### config.mk
export PLATFORM = sky130hd
export DESIGN_NAME = fetch_buffer
export DESIGN_NICKNAME = d
export VERILOG_FILES = /design/src/rtl/fetch_buffer_pkg.sv /design/src/rtl/sync_fifo.sv /design/src/rtl/fetch_buffer.sv
export SDC_FILE = /design/constraint.sdc
export NUM_CORES = 1
export LEC_CHECK = 0
export BUFFER_PORTS_ARGS = -buffer_cell sky130_fd_sc_hd__buf_2
export CAP_MARGIN = 20
export CORE_UTILIZATION = 37
export CTS_BUF_LIST = sky130_fd_sc_hd__clkbuf_2
export DETAILED_ROUTE_END_ITERATION = 10
export GPL_ROUTABILITY_DRIVEN = 0
export GPL_TIMING_DRIVEN = 0
export PLACE_DENSITY = 0.56
export SLEW_MARGIN = 20
export SYNTH_ARGS = -nofsm -noshare
export SYNTH_HDL_FRONTEND = slang
export SYNTH_SLANG_ARGS = --single-unit
### constraint.sdc
create_clock -name clock -period 4 [get_ports clock]
set_input_delay 0.4 -clock clock [delete_from_list [all_inputs] [get_ports clock]]
set_output_delay 0.4 -clock clock [all_outputs]
set_load 0.01 [all_outputs]
### src/rtl/fetch_buffer_pkg.sv
// Shared fetch/decode constants: the canonical NOP encoding, instruction width
// and the sequential PC increment used by the fetch front end and its users.
package fetch_buffer_pkg;

    localparam int unsigned INST_WIDTH = 32;
    localparam int unsigned PC_STEP    = 4;
    localparam logic [INST_WIDTH-1:0] NOP_INST = 32'h0000_0013;

endpackage

### src/rtl/sync_fifo.sv
// Synchronous FIFO with a single-cycle flush.
// Ports: clock/reset (sync, active-high), flush clears all entries, push/push_data
// write the tail, pop removes the head, head_data/count/empty/full report state.
// Pop on empty is ignored; push on full is accepted only alongside a pop.
module sync_fifo #(
    parameter int unsigned WIDTH = 48,
    parameter int unsigned DEPTH = 4
) (
    input  logic                     clock,
    input  logic                     reset,
    input  logic                     flush,
    input  logic                     push,
    input  logic [WIDTH-1:0]         push_data,
    input  logic                     pop,
    output logic [WIDTH-1:0]         head_data,
    output logic [$clog2(DEPTH):0]   count,
    output logic                     empty,
    output logic                     full
);

    localparam int unsigned PW = $clog2(DEPTH);
    localparam int unsigned CW = PW + 1;

    logic [WIDTH-1:0] mem_q [DEPTH];
    logic [PW-1:0]    wr_ptr_q, wr_ptr_d;
    logic [PW-1:0]    rd_ptr_q, rd_ptr_d;
    logic [CW-1:0]    count_q, count_d;
    logic             do_push, do_pop;

    // Pointer and occupancy update; flush wins over push/pop.
    always_comb begin
        do_pop   = pop && (count_q != '0);
        do_push  = push && ((count_q != CW'(DEPTH)) || do_pop) && !flush;
        wr_ptr_d = wr_ptr_q;
        rd_ptr_d = rd_ptr_q;
        count_d  = count_q;
        if (flush) begin
            wr_ptr_d = '0;
            rd_ptr_d = '0;
            count_d  = '0;
        end else begin
            if (do_push) wr_ptr_d = wr_ptr_q + PW'(1);
            if (do_pop)  rd_ptr_d = rd_ptr_q + PW'(1);
            count_d = count_q + CW'(do_push) - CW'(do_pop);
        end
    end

    always_ff @(posedge clock) begin
        if (reset) begin
            wr_ptr_q <= '0;
            rd_ptr_q <= '0;
            count_q  <= '0;
        end else begin
            wr_ptr_q <= wr_ptr_d;
            rd_ptr_q <= rd_ptr_d;
            count_q  <= count_d;
        end
    end

    // Entry storage carries no reset; occupancy alone defines validity.
    always_ff @(posedge clock) begin
        if (do_push && !reset) mem_q[wr_ptr_q] <= push_data;
    end

    assign head_data = mem_q[rd_ptr_q];
    assign count     = count_q;
    assign empty     = (count_q == '0);
    assign full      = (count_q == CW'(DEPTH));

endmodule

### src/rtl/fetch_buffer.sv
// Instruction-fetch front end: issues sequential PC requests to instruction
// memory under a credit limit, queues returned words tagged with their PCs and
// presents them to decode; a decode redirect flushes the queue and discards
// wrong-path words still in flight.
// Ports: clock/reset (sync, active-high); imem_req_* request channel;
// imem_resp_* in-order response channel; inst_valid/inst/inst_PC/inst_ready
// decode handshake; next_PC_select/target_PC redirect from decode.
module fetch_buffer
    import fetch_buffer_pkg::*;
#(
    parameter int unsigned             ADDRESS_BITS = 16,
    parameter int unsigned             DEPTH        = 4,
    parameter logic [ADDRESS_BITS-1:0] RESET_PC     = '0
) (
    input  logic                    clock,
    input  logic                    reset,
    output logic                    imem_req_valid,
    output logic [ADDRESS_BITS-1:0] imem_req_addr,
    input  logic                    imem_req_ready,
    input  logic                    imem_resp_valid,
    input  logic [INST_WIDTH-1:0]   imem_resp_data,
    output logic                    inst_valid,
    output logic [INST_WIDTH-1:0]   inst,
    output logic [ADDRESS_BITS-1:0] inst_PC,
    input  logic                    inst_ready,
    input  logic                    next_PC_select,
    input  logic [ADDRESS_BITS-1:0] target_PC
);

    localparam int unsigned CW = $clog2(DEPTH) + 1;
    localparam int unsigned EW = ADDRESS_BITS + INST_WIDTH;

    logic [ADDRESS_BITS-1:0] fetch_pc_q, fetch_pc_d;
    logic [ADDRESS_BITS-1:0] resp_pc_q, resp_pc_d;
    logic [CW-1:0]           outstanding_q, outstanding_d;
    logic [CW-1:0]           discard_q, discard_d;

    logic [EW-1:0]           head_data;
    logic [CW-1:0]           fifo_count;
    logic                    fifo_empty, fifo_full;
    logic                    handshake, redirect, credit_ok, req_fire, resp_keep;

    // Credits, redirect and PC bookkeeping.
    always_comb begin
        handshake     = !fifo_empty && inst_ready;
        redirect      = handshake && next_PC_select;
        // Queued plus in-flight words may never exceed the queue depth.
        credit_ok     = ((CW+1)'(fifo_count) + (CW+1)'(outstanding_q)) < (CW+1)'(DEPTH);
        imem_req_valid = !reset && !redirect && credit_ok;
        req_fire      = imem_req_valid && imem_req_ready;
        resp_keep     = imem_resp_valid && (discard_q == '0) && !redirect;

        fetch_pc_d    = fetch_pc_q;
        resp_pc_d     = resp_pc_q;
        discard_d     = discard_q;
        outstanding_d = outstanding_q + CW'(req_fire) - CW'(imem_resp_valid);

        if (redirect) begin
            // Every word still in flight is wrong-path, including one landing now.
            fetch_pc_d = target_PC & ~ADDRESS_BITS'(3);
            resp_pc_d  = target_PC & ~ADDRESS_BITS'(3);
            discard_d  = outstanding_q - CW'(imem_resp_valid);
        end else begin
            if (req_fire)  fetch_pc_d = fetch_pc_q + ADDRESS_BITS'(PC_STEP);
            if (resp_keep) resp_pc_d  = resp_pc_q + ADDRESS_BITS'(PC_STEP);
            if (imem_resp_valid && (discard_q != '0)) discard_d = discard_q - CW'(1);
        end
    end

    always_ff @(posedge clock) begin
        if (reset) begin
            fetch_pc_q    <= RESET_PC;
            resp_pc_q     <= RESET_PC;
            outstanding_q <= '0;
            discard_q     <= '0;
        end else begin
            fetch_pc_q    <= fetch_pc_d;
            resp_pc_q     <= resp_pc_d;
            outstanding_q <= outstanding_d;
            discard_q     <= discard_d;
        end
    end

    sync_fifo #(
        .WIDTH (EW),
        .DEPTH (DEPTH)
    ) u_queue (
        .clock     (clock),
        .reset     (reset),
        .flush     (redirect),
        .push      (resp_keep),
        .push_data ({resp_pc_q, imem_resp_data}),
        .pop       (handshake),
        .head_data (head_data),
        .count     (fifo_count),
        .empty     (fifo_empty),
        .full      (fifo_full)
    );

    assign imem_req_addr = fetch_pc_q;
    assign inst_valid    = !fifo_empty;
    assign inst          = fifo_empty ? NOP_INST : head_data[INST_WIDTH-1:0];
    assign inst_PC       = fifo_empty ? '0 : head_data[EW-1:INST_WIDTH];

    // Credit accounting makes a response into a full queue a memory protocol error.
    assert property (@(posedge clock) disable iff (reset) !(imem_resp_valid && fifo_full));

endmodule

==> impl_metrics.xml <==
<?xml version="1.0" encoding="UTF-8"?>
<metrics>
  <group name="status">
    <metric name="outcome" unit="">finished, final reports clean</metric>
  </group>
  <group name="route">
    <metric name="remaining_number_of_nets_flagged_by_the_antenna_check_after_routing" unit="">0</metric>
    <metric name="dr_total_vias" unit="">5752</metric>
    <metric name="drtPass1Iterations" unit="">4</metric>
    <metric name="drt_drc" unit="">0</metric>
    <metric name="avgViaCountPerCell" unit="">4.91</metric>
    <metric name="drt_wirelength" unit="µm">20100</metric>
    <metric name="avgRoutedWirePerCell" unit="µm">17.1</metric>
    <metric name="drt_iter0_drc" unit="">303</metric>
  </group>
  <group name="sta">
    <metric name="report.final.hold_viol_count" unit="">0</metric>
    <metric name="worstMarginPinSlew" unit="ns">0.657</metric>
    <metric name="finalCritPeriodShare" unit="">0.861</metric>
    <metric name="max-slew-margin-rel" unit="">0.556</metric>
    <metric name="fin_skew" unit="ns">0.0326</metric>
    <metric name="fmax" unit="MHz">290</metric>
    <metric name="final_max_tran_viols" unit="">0</metric>
    <metric name="setup_repair_after_global_routing_missed_its_margin" unit="">false</metric>
    <metric name="period_needed" unit="ns">3.44</metric>
    <metric name="setup_viol" unit="">0</metric>
    <metric name="finalHoldWorstSlack" unit="ns">0.0884</metric>
  </group>
  <group name="critical_path">
    <metric name="crit_fanout" unit="">10</metric>
    <metric name="crit_type" unit="">flop to output pin</metric>
    <metric name="worstPathArrival" unit="ns">3.04</metric>
    <metric name="start_kind" unit="">flop</metric>
    <metric name="critical_path.endpoint_type" unit="">output pin</metric>
    <metric name="worst_ep_required_time" unit="ns">3.60</metric>
  </group>
  <group name="power_and_ir_drop">
    <metric name="power_leakage" unit="nW">4.24</metric>
    <metric name="powerDensity" unit="nW/µm²">536</metric>
    <metric name="ir_drop" unit="V">0.000213</metric>
  </group>
  <group name="synth">
    <metric name="number_of_enable_flip_flop_cells_after_synthesis" unit="">184</metric>
    <metric name="postSynthCellCount" unit="">572</metric>
    <metric name="avgSynthCellArea" unit="µm²">16.4</metric>
    <metric name="ys_ff_latch" unit="">227</metric>
    <metric name="synthesis.area" unit="µm²">9400</metric>
    <metric name="synth-seq-area-share" unit="">0.680</metric>
    <metric name="ys_warn_count" unit="">0</metric>
    <metric name="synth.distinct_cells" unit="">48</metric>
    <metric name="dominantRegCellSynth" unit="">sky130_fd_sc_hd__edfxtp_1</metric>
    <metric name="async_flop_share" unit="">0</metric>
  </group>
  <group name="flow_run">
    <metric name="max_cap_viol_count" unit="">0</metric>
  </group>
  <group name="die">
    <metric name="dieArea" unit="µm²">26000</metric>
    <metric name="die_height" unit="µm">161</metric>
    <metric name="placementRows" unit="">57</metric>
    <metric name="core_area" unit="µm²">24600</metric>
    <metric name="floorplan.die.width" unit="µm">161</metric>
    <metric name="top_level_ports" unit="">120</metric>
    <metric name="initial_core_util" unit="">0.382</metric>
  </group>
  <group name="cells_and_area">
    <metric name="num-nets-final" unit="">875</metric>
    <metric name="post-route-util" unit="">0.469</metric>
    <metric name="drive_above_1_share" unit="">0.331</metric>
    <metric name="layout-area-overhead-vs-synth" unit="%">22.7</metric>
    <metric name="instances_no_fill" unit="">1172</metric>
  </group>
  <group name="cts">
    <metric name="cts_num_sinks" unit="">227</metric>
    <metric name="worstSkewPairLatency" unit="ns">0.82</metric>
    <metric name="clk_root_buffer_cell" unit="">sky130_fd_sc_hd__clkbuf_2</metric>
    <metric name="cts_hold_buffers" unit="">50</metric>
    <metric name="clock_tree.buffer_depth" unit="">3</metric>
    <metric name="cts_inserted_buffers" unit="">59</metric>
    <metric name="tritoncts" unit="">built</metric>
    <metric name="cts_htree_levels" unit="">2</metric>
    <metric name="post-cts-setup-buffer-count" unit="">0</metric>
    <metric name="clkSlewWorstSetupHoldPaths" unit="ns">0.10</metric>
    <metric name="post_cts.resized_instances" unit="">0</metric>
  </group>
  <group name="placed_design">
    <metric name="post-place-cells" unit="">1016</metric>
    <metric name="hpwlAfterDp" unit="µm">12900</metric>
    <metric name="port_buffers" unit="">113</metric>
  </group>
  <group name="global_routing">
    <metric name="via_count_of_the_first_global_routing_pass" unit="">6067</metric>
    <metric name="pin_count_of_the_biggest_net_entering_global_routing" unit="">41</metric>
    <metric name="antenna_found_initial" unit="">1</metric>
    <metric name="grt_pass1_wl" unit="µm">31900</metric>
    <metric name="gr-total-overflow" unit="">0</metric>
    <metric name="track_usage" unit="">0.158</metric>
  </group>
  <group name="worst_hold_path">
    <metric name="min_path_type" unit="">primary input to flop</metric>
  </group>
</metrics>
[power by group]
group | internal (W) | switching (W) | total, W
combinational | 0.000741 | 0.000890 | 0.00163
sequential | 0.00284 | 0.000168 | 0.00301
clock | 0.000633 | 0.000909 | 0.00154
[sequential cells by signal (all words and copies together), names as in the netlist, named ones only]
| register | count |
|---|---|
| u_queue.mem_q | 184 |
| u_queue.wr_ptr_q | 2 |
| u_queue.count | 3 |
| u_queue.rd_ptr_q | 2 |
| resp_pc_q | 14 |
| discard_q | 3 |
| outstanding_q | 3 |
| imem_req_addr | 14 |
[layer usage]
metal / part of all wire / GRT usage / wire length [µm] / up-vias
li1: - / - / - / 2726
met1: 0.43 / 0.196 / 8660 / 2830
met2: 0.50 / 0.272 / 10000 / 170
met3: 0.056 / 0.0360 / 1130 / 26
met4: 0.013 / 0.0540 / 260 / 0
met5: 0 / 0 / 0 / -
[critical path, cell delays in order (launching register included)]
cell                       delay, ns
sky130_fd_sc_hd__dfxtp_1        0.36
sky130_fd_sc_hd__clkbuf_1       0.21
sky130_fd_sc_hd__nor3_1         0.56
sky130_fd_sc_hd__inv_1          0.40
sky130_fd_sc_hd__clkbuf_1       0.34
sky130_fd_sc_hd__and2_1         0.23
sky130_fd_sc_hd__buf_2          0.14
[cell families after synthesis]
group,count (synthesis),synth area share
DFF,227,0.680
adders and majority gates,18,0.0256
AOI/OAI and AO/OA,61,0.0426
and+or+nand+nor,147,0.0932
muxes,48,0.112
xor gates and xnor gates,22,0.0205
other,1,0.000399
buffers and inverters,48,0.0257
[stage by stage]
stage	setup WS (ns)	power [W]	TNS, ns	area, µm²
after global routing	0.217	0.00658	0	11500
final	0.556	0.00618	0	11500
after floorplan	1.20	0.00406	0	9410
after detailed placement	0.794	0.00469	0	10500
after CTS	0.374	0.00629	0	11500
after global placement	-0.434	0.00461	-78.33	10400
[cell usage after synthesis, types with 2 or more instances]
cell type	n	area, µm²
sky130_fd_sc_hd__edfxtp_1	184	5530
sky130_fd_sc_hd__and2_1	47	294
sky130_fd_sc_hd__mux4_2	46	1040
sky130_fd_sc_hd__dfxtp_1	43	861
sky130_fd_sc_hd__a21oi_1	21	105
sky130_fd_sc_hd__nor2_1	21	78.8
sky130_fd_sc_hd__clkbuf_1	17	63.8
sky130_fd_sc_hd__ha_1	16	200
sky130_fd_sc_hd__inv_1	16	60.1
sky130_fd_sc_hd__xor2_1	13	114
sky130_fd_sc_hd__nand2_1	12	45.0
sky130_fd_sc_hd__o21bai_1	12	90.1
sky130_fd_sc_hd__nand3_1	11	55.1
sky130_fd_sc_hd__nand4_1	11	68.8
sky130_fd_sc_hd__nor3_1	10	50.1
sky130_fd_sc_hd__xnor2_1	9	78.8
sky130_fd_sc_hd__and4_1	8	70.1
sky130_fd_sc_hd__o21ai_0	8	40.0
sky130_fd_sc_hd__a211oi_1	6	45.0
sky130_fd_sc_hd__buf_2	6	30.0
sky130_fd_sc_hd__and3_1	5	31.3
sky130_fd_sc_hd__buf_4	5	37.5
sky130_fd_sc_hd__a31oi_1	4	25.0
sky130_fd_sc_hd__or3_1	4	25.0
sky130_fd_sc_hd__o311a_1	3	30.0
sky130_fd_sc_hd__or2_2	3	18.8
sky130_fd_sc_hd__and4b_1	2	20.0
sky130_fd_sc_hd__buf_6	2	22.5
sky130_fd_sc_hd__clkbuf_8	2	27.5
sky130_fd_sc_hd__fa_1	2	40.0
sky130_fd_sc_hd__mux2i_1	2	20.0
sky130_fd_sc_hd__nand2b_1	2	12.5
sky130_fd_sc_hd__nor2b_1	2	12.5
sky130_fd_sc_hd__nor4b_1	2	17.5
sky130_fd_sc_hd__o31ai_1	2	15.0
[final cells by class]
| type | instances | area (µm²) |
|---|---|---|
| diodes | 1 | 2.50 |
| plain buffers | 32 | 181 |
| clock buffers | 84 | 420 |
| clock inverters | 21 | 111 |
| fillers | 2243 | 13100 |
| inverters | 16 | 60.1 |
| multi-input cells | 300 | 2790 |
| flip-flops and latches | 227 | 6390 |
| well taps | 324 | 405 |
| repair buffers | 167 | 1180 |
[path summary, 6_finish.rpt]
| check | start | endpoint | slack [ns] | cells after the start |
|---|---|---|---|---|
| hold reg to reg | u_queue.rd_ptr_q[1] | u_queue.rd_ptr_q[1] | 0.52 | 2 |
| setup / recovery | u_queue.count[1] | inst_PC[13] | 0.56 | 6 |
| setup reg to reg | u_queue.count[1] | outstanding_q[2] | 0.80 | 13 |
| hold / removal | reset | outstanding_q[2] | 0.09 | 4 |
[cell usage in the layout, fill, tap and decap left out, types with 4 or more instances in the layout]
master	synthesis	final
sky130_fd_sc_hd__edfxtp_1	184	184
sky130_fd_sc_hd__buf_2	6	119
sky130_fd_sc_hd__clkbuf_2	0	84
sky130_fd_sc_hd__dlygate4sd3_1	0	50
sky130_fd_sc_hd__mux4_2	46	46
sky130_fd_sc_hd__and2_1	47	43
sky130_fd_sc_hd__dfxtp_1	43	43
sky130_fd_sc_hd__nor2_1	21	21
sky130_fd_sc_hd__a21oi_1	21	21
sky130_fd_sc_hd__clkbuf_1	17	17
sky130_fd_sc_hd__clkinv_1	0	17
sky130_fd_sc_hd__inv_1	16	16
sky130_fd_sc_hd__ha_1	16	16
sky130_fd_sc_hd__xor2_1	13	13
sky130_fd_sc_hd__nand2_1	12	12
sky130_fd_sc_hd__o21bai_1	12	12
sky130_fd_sc_hd__nand3_1	11	11
sky130_fd_sc_hd__nand4_1	11	11
sky130_fd_sc_hd__nor3_1	10	10
sky130_fd_sc_hd__xnor2_1	9	9
sky130_fd_sc_hd__and4_1	8	8
sky130_fd_sc_hd__o21ai_0	8	8
sky130_fd_sc_hd__a211oi_1	6	6
sky130_fd_sc_hd__buf_4	5	5
sky130_fd_sc_hd__and3_1	5	5
sky130_fd_sc_hd__and2_4	0	4
sky130_fd_sc_hd__a31oi_1	4	4
sky130_fd_sc_hd__or3_1	4	4
sky130_fd_sc_hd__conb_1	1	4
sky130_fd_sc_hd__buf_16	0	4
(Power assumes the default switching activity.)
